$ cat src/rtl/display_pkg.sv
// Shared constants and types for the 3-digit display back end.
// Segment patterns here are active-high, bit order gfedcba.
package display_pkg;

    localparam logic [1:0] DIG_SIGN = 2'd0;
    localparam logic [1:0] DIG_TENS = 2'd1;
    localparam logic [1:0] DIG_ONES = 2'd2;

    typedef enum logic [1:0] {
        IDLE,
        LOAD,
        SHIFT,
        DONE
    } conv_state_t;

    localparam logic [6:0] SEG_BLANK = 7'b0000000;
    localparam logic [6:0] SEG_MINUS = 7'b1000000;

endpackage

$ cat src/rtl/seg7_encoder.sv
// BCD digit to active-high gfedcba segment pattern.
// Non-decimal codes 10..15 render blank.
module seg7_encoder
    import display_pkg::*;
(
    input  logic [3:0] bcd,
    output logic [6:0] seg
);

    always_comb begin
        seg = SEG_BLANK;
        unique case (bcd)
            4'd0:    seg = 7'b0111111;
            4'd1:    seg = 7'b0000110;
            4'd2:    seg = 7'b1011011;
            4'd3:    seg = 7'b1001111;
            4'd4:    seg = 7'b1100110;
            4'd5:    seg = 7'b1101101;
            4'd6:    seg = 7'b1111101;
            4'd7:    seg = 7'b0000111;
            4'd8:    seg = 7'b1111111;
            4'd9:    seg = 7'b1101111;
            default: seg = SEG_BLANK;
        endcase
    end

endmodule

$ cat src/rtl/digit_driver.sv
// Multiplexed 3-digit display driver: double-dabble conversion into a
// pending buffer, wrap-aligned commit, and anode blanking on digit change.
module digit_driver
    import display_pkg::*;
#(
    parameter int unsigned BLANK_CYCLES   = 1000,
    parameter bit          SEG_ACTIVE_LOW = 1'b1
) (
    input  logic       clk,
    input  logic       reset,
    input  logic [1:0] digit,
    input  logic [5:0] display_value,
    input  logic       is_negative,
    input  logic       is_dec,
    output logic [6:0] seg,
    output logic       dp,
    output logic [2:0] an,
    output logic       busy
);

    localparam logic        POL      = SEG_ACTIVE_LOW;
    localparam logic [15:0] BLANK_LD = 16'(BLANK_CYCLES);

    conv_state_t state_q, state_d;
    logic [7:0]  snap_q, snap_d;
    logic [5:0]  bin_q, bin_d;
    logic [7:0]  bcd_q, bcd_d;
    logic [2:0]  cnt_q, cnt_d;
    logic        busy_q, busy_d;

    logic [3:0]  pend_tens_q, pend_tens_d;
    logic [3:0]  pend_ones_q, pend_ones_d;
    logic        pend_neg_q, pend_neg_d;
    logic        pend_dp_q, pend_dp_d;
    logic        pend_valid_q, pend_valid_d;

    logic [3:0]  com_tens_q, com_tens_d;
    logic [3:0]  com_ones_q, com_ones_d;
    logic        com_neg_q, com_neg_d;
    logic        com_dp_q, com_dp_d;

    logic [1:0]  prev_digit_q;
    logic [15:0] blank_q, blank_d;
    logic [6:0]  seg_q, seg_d;
    logic        dp_q, dp_d;
    logic [2:0]  an_q, an_d;

    logic [7:0]  snap_in;
    logic [7:0]  adj;
    logic [13:0] sh;
    logic        wrap;
    logic [3:0]  enc_in;
    logic [6:0]  enc_seg;
    logic [6:0]  seg_on;
    logic        dp_on;
    logic [2:0]  an_on;

    assign snap_in = {display_value, is_negative, is_dec};
    assign wrap    = (prev_digit_q == DIG_ONES) && (digit == DIG_SIGN);

    // Double-dabble step: correct each nibble, then shift bcd:bin left.
    always_comb begin
        adj[3:0] = (bcd_q[3:0] >= 4'd5) ? bcd_q[3:0] + 4'd3 : bcd_q[3:0];
        adj[7:4] = (bcd_q[7:4] >= 4'd5) ? bcd_q[7:4] + 4'd3 : bcd_q[7:4];
        sh       = {adj, bin_q} << 1;
    end

    always_comb begin
        state_d      = state_q;
        snap_d       = snap_q;
        bin_d        = bin_q;
        bcd_d        = bcd_q;
        cnt_d        = cnt_q;
        busy_d       = busy_q;
        pend_tens_d  = pend_tens_q;
        pend_ones_d  = pend_ones_q;
        pend_neg_d   = pend_neg_q;
        pend_dp_d    = pend_dp_q;
        pend_valid_d = pend_valid_q;
        com_tens_d   = com_tens_q;
        com_ones_d   = com_ones_q;
        com_neg_d    = com_neg_q;
        com_dp_d     = com_dp_q;

        if (wrap && pend_valid_q) begin
            com_tens_d   = pend_tens_q;
            com_ones_d   = pend_ones_q;
            com_neg_d    = pend_neg_q;
            com_dp_d     = pend_dp_q;
            pend_valid_d = 1'b0;
        end

        unique case (state_q)
            IDLE: begin
                if (snap_in != snap_q) begin
                    state_d = LOAD;
                    busy_d  = 1'b1;
                end
            end
            LOAD: begin
                snap_d  = snap_in;
                bin_d   = display_value;
                bcd_d   = 8'd0;
                cnt_d   = 3'd6;
                state_d = SHIFT;
            end
            SHIFT: begin
                bcd_d = sh[13:6];
                bin_d = sh[5:0];
                cnt_d = cnt_q - 3'd1;
                if (cnt_q == 3'd1) begin
                    state_d = DONE;
                end
            end
            DONE: begin
                pend_tens_d  = bcd_q[7:4];
                pend_ones_d  = bcd_q[3:0];
                pend_neg_d   = snap_q[1];
                pend_dp_d    = snap_q[0];
                pend_valid_d = 1'b1;
                busy_d       = 1'b0;
                state_d      = IDLE;
            end
        endcase
    end

    always_comb begin
        if (digit != prev_digit_q) begin
            blank_d = BLANK_LD;
        end else if (blank_q != 16'd0) begin
            blank_d = blank_q - 16'd1;
        end else begin
            blank_d = blank_q;
        end
    end

    assign enc_in = (digit == DIG_TENS) ? com_tens_q : com_ones_q;

    seg7_encoder u_enc (
        .bcd (enc_in),
        .seg (enc_seg)
    );

    always_comb begin
        seg_on = SEG_BLANK;
        dp_on  = 1'b0;
        an_on  = 3'b000;
        unique case (digit)
            DIG_SIGN: begin
                an_on = 3'b100;
                if (com_neg_q) seg_on = SEG_MINUS;
            end
            DIG_TENS: begin
                an_on = 3'b010;
                dp_on = com_dp_q;
                // Leading zero suppressed unless it sits before the point.
                if (com_dp_q || (com_tens_q != 4'd0)) seg_on = enc_seg;
            end
            DIG_ONES: begin
                an_on  = 3'b001;
                seg_on = enc_seg;
            end
            default: begin
                an_on = 3'b000;
            end
        endcase
        if (blank_d != 16'd0) an_on = 3'b000;
        seg_d = seg_on ^ {7{POL}};
        dp_d  = dp_on ^ POL;
        an_d  = an_on ^ {3{POL}};
    end

    always_ff @(posedge clk or negedge reset) begin
        if (!reset) begin
            state_q      <= IDLE;
            snap_q       <= 8'd0;
            bin_q        <= 6'd0;
            bcd_q        <= 8'd0;
            cnt_q        <= 3'd0;
            busy_q       <= 1'b0;
            pend_tens_q  <= 4'd0;
            pend_ones_q  <= 4'd0;
            pend_neg_q   <= 1'b0;
            pend_dp_q    <= 1'b0;
            pend_valid_q <= 1'b0;
            com_tens_q   <= 4'd0;
            com_ones_q   <= 4'd0;
            com_neg_q    <= 1'b0;
            com_dp_q     <= 1'b0;
            prev_digit_q <= DIG_SIGN;
            blank_q      <= BLANK_LD;
            seg_q        <= {7{POL}};
            dp_q         <= POL;
            an_q         <= {3{POL}};
        end else begin
            state_q      <= state_d;
            snap_q       <= snap_d;
            bin_q        <= bin_d;
            bcd_q        <= bcd_d;
            cnt_q        <= cnt_d;
            busy_q       <= busy_d;
            pend_tens_q  <= pend_tens_d;
            pend_ones_q  <= pend_ones_d;
            pend_neg_q   <= pend_neg_d;
            pend_dp_q    <= pend_dp_d;
            pend_valid_q <= pend_valid_d;
            com_tens_q   <= com_tens_d;
            com_ones_q   <= com_ones_d;
            com_neg_q    <= com_neg_d;
            com_dp_q     <= com_dp_d;
            prev_digit_q <= digit;
            blank_q      <= blank_d;
            seg_q        <= seg_d;
            dp_q         <= dp_d;
            an_q         <= an_d;
        end
    end

    assign seg  = seg_q;
    assign dp   = dp_q;
    assign an   = an_q;
    assign busy = busy_q;

endmodule
$ cat config.mk
export PLATFORM = sky130hd
export DESIGN_NAME = digit_driver
export DESIGN_NICKNAME = d
export VERILOG_FILES = /design/src/rtl/display_pkg.sv /design/src/rtl/seg7_encoder.sv /design/src/rtl/digit_driver.sv
export SDC_FILE = /design/constraint.sdc
export NUM_CORES = 1
export LEC_CHECK = 0
export ABC_AREA = 1
export CORE_UTILIZATION = 40
export DETAILED_ROUTE_END_ITERATION = 12
export DONT_BUFFER_PORTS = 1
export HOLD_SLACK_MARGIN = 0.02
export PLACE_DENSITY = 0.54
export SETUP_SLACK_MARGIN = 0.4
export SYNTH_ARGS = -nofsm -noshare
export SYNTH_HDL_FRONTEND = slang
export SYNTH_SLANG_ARGS = --single-unit
$ cat constraint.sdc
create_clock -name clk -period 1.91 [get_ports clk]
set_clock_uncertainty 0.15 [all_clocks]
set_input_delay 0 -clock clk [delete_from_list [all_inputs] [get_ports clk]]
set_output_delay 0 -clock clk [all_outputs]
set_load 0.05 [all_outputs]
Word level (Yosys, flattened, before mapping). Memory sizes are Yosys's and may differ from the RTL's. Cells that the tools add are included.

Bits in registers: 78. Bits in latches: 0. Bits in writable memories: 0. Bits in read-only memories: 112. Input bits: 12. Output and inout bits: 12. Memories: 1.

Memory list: (name not given) (depth 16, width 7, rd ports 1, clocked after memory_dff 0, write ports 0, RTL line seg7_encoder.sv:12) `unique case (bcd)`.

Add/subtract/negate cells: 4. Multipliers: 0. Divide/modulo/power cells: 0. Magnitude comparators: 2. Equality and inequality tests: 11. Shifts and indexed selects: 0. Multiplexer cells: 21. Bitwise operators: 3. Reduce and logical (&&, ||, !) cells: 13.

Operators by type and width (count): $mux W16 (2); $reduce_bool A16 Y1 (2); $pmux W7 S3 (1); $pmux W8 S2 (1); $sub A16 B1 Y16 const B (1); $mux W7 (2); $pmux W6 S2 (1); $pmux W3 S3 (1); $eq A2 B2 Y1 const B (4); $ge A4 B3 Y1 const B (2); $mux W4 (2); $ne A8 B8 Y1 (1); $pmux W2 S4 (1); $not A7 Y7 (1); $mux W3 (2); $pmux W3 S2 (1); $reduce_bool A2 Y1 (3); $add A4 B2 Y4 const B (1); $eq A2 B1 Y1 const B (2); $logic_not A2 Y1 (2); $mux W1 (4); $mux W2 (2); $ne A2 B2 Y1 const B (2); $reduce_and A2 Y1 (2); 10 further kinds (11).

Depth between registers and ports, before layout.
Depth in word-level cells: 6. Mapped depth: 13. Gate-level depth less buffers: 13.

By module. From an unflattened synthesis, not the netlist that was laid out.

Cell total of the unflattened synthesis: 507. Area, all modules: 4160.2 µm².

By module, submodules not included: digit_driver (instances 1, cells each 468, area an instance 3950.0 µm², sequential area each 1973.1 µm²); seg7_encoder (instances 1, cells each 39, area an instance 210.2 µm², sequential area each 0.0 µm²).

Worst setup path after synthesis. No wires, ideal clock.

Kind: reg-to-reg. Start: reg com_ones_q[0]. End: reg seg_q[6] (netlist: seg[6]). Arrival time: 1.571 ns. Setup slack: 0.109 ns. Stages on the path, launching flop included: 8. Path buffers: 0. Clock period less this slack: 1.801 ns. Cells stage by stage: dfrtp_1 -> or2_2 -> o21ai_0 -> inv_1 -> ha_1 -> or2_2 -> a21oi_1 -> a21oi_1.

Longest elaborated chain between the ends: 5.

Ends and longest elaborated chain: start, declared (RTL line digit_driver.sv:38) `logic [3:0] com_ones_q, com_ones_d;`; start signal, assigned (RTL line digit_driver.sv:208) `com_ones_q <= com_ones_d;`; $mux W4 * (RTL line digit_driver.sv:137) `assign enc_in = (digit == DIG_TENS) ? com_tens_q : com_ones_q;`; $mem_v2 Z16 W7 *; $mux W7 (RTL line digit_driver.sv:157) `if (com_dp_q || (com_tens_q != 4'd0)) seg_on = enc_seg;`; $pmux W7 S3 * (RTL line digit_driver.sv:148) `unique case (digit)`; $not A7 Y7 (no source line) *; net seg_d[6] (RTL line digit_driver.sv:44) `logic [6:0] seg_q, seg_d;`; end signal, assigned (RTL line digit_driver.sv:192) `seg_q <= {7{POL}};`; end signal, assigned (RTL line digit_driver.sv:213) `seg_q <= seg_d;`; end, declared (RTL line digit_driver.sv:44).

The timed path passes the listed nets; every way through them passes the cells marked *. A chain may end at the register's enable or synchronous reset.

Worst setup path in the final report.
Start: reg blank_q[1]. End: reg an_q[1] (netlist: an[1]).

Longest elaborated chain between the ends: 6. Elaborated cells on any way between the ends: 7. Those cells by class: 1 x add/sub; 3 x mux; 1 x bitwise; 2 x reduce/logical.

Ends and longest elaborated chain: start, declared (RTL line digit_driver.sv:43) `logic [15:0] blank_q, blank_d;`; start signal, assigned (RTL line digit_driver.sv:212) `blank_q <= blank_d;`; $sub A16 B1 Y16 / $reduce_bool A16 Y1 (equally long branches) (RTL line digit_driver.sv:131, digit_driver.sv:130); $mux W16 * (RTL line digit_driver.sv:130) `end else if (blank_q != 16'd0) begin`; $mux W16 * (RTL line digit_driver.sv:128) `if (digit != prev_digit_q) begin`; net blank_d[14] (RTL line digit_driver.sv:43); $reduce_bool A16 Y1 * (RTL line digit_driver.sv:167) `if (blank_d != 16'd0) an_on = 3'b000;`; $mux W3 * (RTL line digit_driver.sv:167); $not A3 Y3 (no source line) *; net an_d[1] (RTL line digit_driver.sv:46) `logic [2:0] an_q, an_d;`; end signal, assigned (RTL line digit_driver.sv:194) `an_q <= {3{POL}};`; end signal, assigned (RTL line digit_driver.sv:215) `an_q <= an_d;`; end, declared (RTL line digit_driver.sv:46).

Marks and branches as above.

==> impl_results.md <==
- Status: finished, violations left
- Violated checks: negative hold slack, negative setup slack
- VDD IR-drop max: 0.000933 V
- CTS Sinks: 78
- PortBufs: 0
- GRT Total Usage: 0.181
- Worst path required time: 2.04 ns
- GRT Residual Overflow: 0
- CTS clock-pin slew for the worst setup and hold paths: 0.10 ns
- Combinational share of power: 0.434
- DR iter-0 viols: 124
- Synth top area cells: dfrtp_1, dfstp_2, nand2_1
- HP Class: in -> async
- Initial Util: 0.413
- Chip width: 102 µm
- Commonest non-fill, non-tap cell in the layout: nand2_1
- Largest net degree at the start of global routing: 79
- Crit path kind: reg -> reg
- Final setup violation count: 3
- Seq cells post-synth: 78
- DP Wirelength: 5800 µm
- Rel. slew slack: 0.684
- Number of remaining DRC errors: 0
- Critical path peak fanout: 4
- Final ANT Viol Nets: 0
- Yosys cell types: 43
- Pre-antenna DRT Iters: 4
- Minimum clock period: 1.93 ns
- Clk pwr share: 0.182
- Rows: 36
- Switching power: 2.49 mW
- CP Capture Type: flip-flop
- Syn nets: 509
- Synth top area share: 0.378
- Most frequent cells in the layout: nand2_1, dfrtp_1, inv_1
- Seq pwr share: 0.384
- Via count: 3328
- Io pins: 24
- Register-to-register setup slack: -0.02 ns
- Syn avg cell area: 8.42 µm²
- Fin worst setup slack: -0.0186 ns
- Max Fclk: 0.519 GHz
- Fill cell total of the finished layout: 876
- CP Launch Type: flip-flop
- Post-route clock period utilization: 1.01
- Reg2reg path depth: 14
- Final hold vios: 78
- First-pass GRT wire length: 14500 µm
- Total placed cells including tap cells: 612
- Die span in y: 102 µm
- Layout cells sized above 1: 0.376
- RSZ-0062 raised after global routing: true
- # nets final: 575
- Area leader, netlist: dfrtp_1
- Syn. warnings: 0
- TritonCTS buffer count: 9
- Pwr Total: 6.36 mW
- Count of pins over their slew limit: 0
- Worst Max-Slew Pin Slew: 0.473 ns
- Avg Vias per Cell: 4.87
- Clock Tree Root: clkbuf_8
- TNS Setup: -0.0424 ns
- Minimum hold slack: -0.835 ns
- Leak pwr: 2.47 nW
- Layout Cells excl Fill: 683
- Switch share: 0.392
- Die area: 10500 µm²
- Sequential area share after synthesis: 0.489
- Via count of the first global-routing pass: 3082
- FF-to-FF End: an[1]
- Max clock buf depth: 2
- CTS tree: built
- Reg2reg start: blank_q[1]
- Area growth syn-to-layout: 34.8%
- Pwr Density: 1170 nW/µm²
- Max-cap violation count: 0
- Inserted Diodes: 0
- Critical Path AT: 2.06 ns
- H-tree depth: 3
- Setup slack at placement: -0.00731 ns
- Initial antenna violation count: 0
- Cell Int Power: 3.87 mW
- Gp weighted congestion: 0.826
- CORE AREA: 9770 µm²
- Cells after Synth: 479
- Netlist Area Pre-Place: 4040 µm²
- Final instance area: 5440 µm²
- DR WL/cell: 13.6 µm
- Routed WL: 9300 µm
- Clock latency on the worst-skew pair: 0.36 ns
- DP Area: 4330 µm²
## final cells by class
class / instances / area (µm²) / share of cell area
timing repair inverter: 1 / 8.76 / 0.00161
clock inverter: 7 / 56.3 / 0.0103
timing repair buffer: 61 / 583 / 0.107
clock buffer: 9 / 124 / 0.0228
sequential: 78 / 1970 / 0.363
multi-input combinational: 322 / 2230 / 0.411
inverter: 72 / 294 / 0.0540
tap: 133 / 166 / 0.0306
## registers in the layout, indices dropped and copies added (netlist names), 4 cells and up
register     count
bcd_q            8
bin_q            6
blank_q         16
com_ones_q       4
com_tens_q       4
pend_ones_q      4
pend_tens_q      4
seg              7
snap_q           8
## metrics by stage
stage / util / hold WS, ns
2_1_floorplan: - / -0.446
3_3_place_gp: 0.443 / -0.443
3_5_place_dp: 0.443 / -0.443
4_1_cts: 0.497 / -0.845
5_1_grt: 0.557 / -0.853
6_report: 0.557 / -0.835
## worst max-delay path, cell delays in order (launching register included)
cell and delay (ns):
dfrtp_1 0.42, inv_2 0.13, ha_4 0.16, nand2_4 0.06, nor2_4 0.15, buf_6 0.11, nand2_2 0.04, nand2_1 0.08
nand2_1 0.06, nand2_1 0.07, nor2_2 0.04, nor2_1 0.08, nand2_1 0.06, nor2_2 0.15, nand3_1 0.08
## cell usage after synthesis (all sizes together)
| cell | count |
|---|---|
| o211ai | 3 |
| and2 | 2 |
| xor2 | 4 |
| ha | 18 |
| clkbuf | 6 |
| nand2 | 117 |
| nand4 | 5 |
| nand3 | 29 |
| nor2 | 55 |
| a21boi | 1 |
| nor3 | 3 |
| xnor2 | 3 |
| o221ai | 2 |
| a21o | 1 |
| buf | 2 |
| nor3b | 1 |
| or2 | 6 |
| o21ai | 51 |
| mux2 | 2 |
| inv | 71 |
| o22ai | 6 |
| o21bai | 1 |
| nand3b | 4 |
| clkinv | 1 |
| dfrtp | 61 |
| dfstp | 17 |
| a21oi | 4 |
| a32o | 1 |
| a22oi | 1 |
| o32ai | 1 |
## power by group through the flow
stage	Combinational [mW]	Sequential [mW]	Clock (mW)
after detailed placement	1.64	2.46	0
after global placement	1.59	2.45	0
after CTS	2.01	2.43	1.20
final	2.76	2.44	1.16
after global routing	3.02	2.49	1.27
after floorplan	1.33	2.41	0
## what timing repair did
| item | 4_1_cts | 5_1_grt |
|---|---|---|
| resized for setup | 28 | 90 |
| buffers inserted | 17 | 24 |
| endpoints found under the hold margin | 124 | 80 |
| pin swaps | 13 | 52 |
| cloned | 0 | 2 |
| setup endpoints to repair | 36 | 38 |
| hold buffers | 10 | 2 |
## metal layers
metal | routed length, µm | GRT usage
met1 | 4110 | 0.232
met2 | 4710 | 0.300
met3 | 280 | 0.0356
met4 | 205 | 0.0692
met5 | 0 | 0
## kinds of logic after synthesis
family	after synthesis	synth area share
XOR/XNOR	7	0.0152
buffers and inverters	80	0.0763
multiplexers	2	0.00558
adder cells (fa/ha/maj)	18	0.0558
AO/OA/AOI/OAI	72	0.104
flip-flops	78	0.489
AND/OR/NAND/NOR	222	0.254
## how the worst max path moves through the flow
stage                     cells after the start  startpoint    end  slack, ns
after floorplan                              13  blank_q[0]  an[1]       0.24
after global placement                       12  blank_q[2]  an[1]       0.05
after detailed placement                     12  blank_q[2]  an[2]     -0.007
after CTS                                    12  blank_q[2]  an[1]       0.03
after global routing                         14  blank_q[1]  an[2]      -0.15
final                                        14  blank_q[1]  an[1]      -0.02
Power figures use the tool's default switching activity.
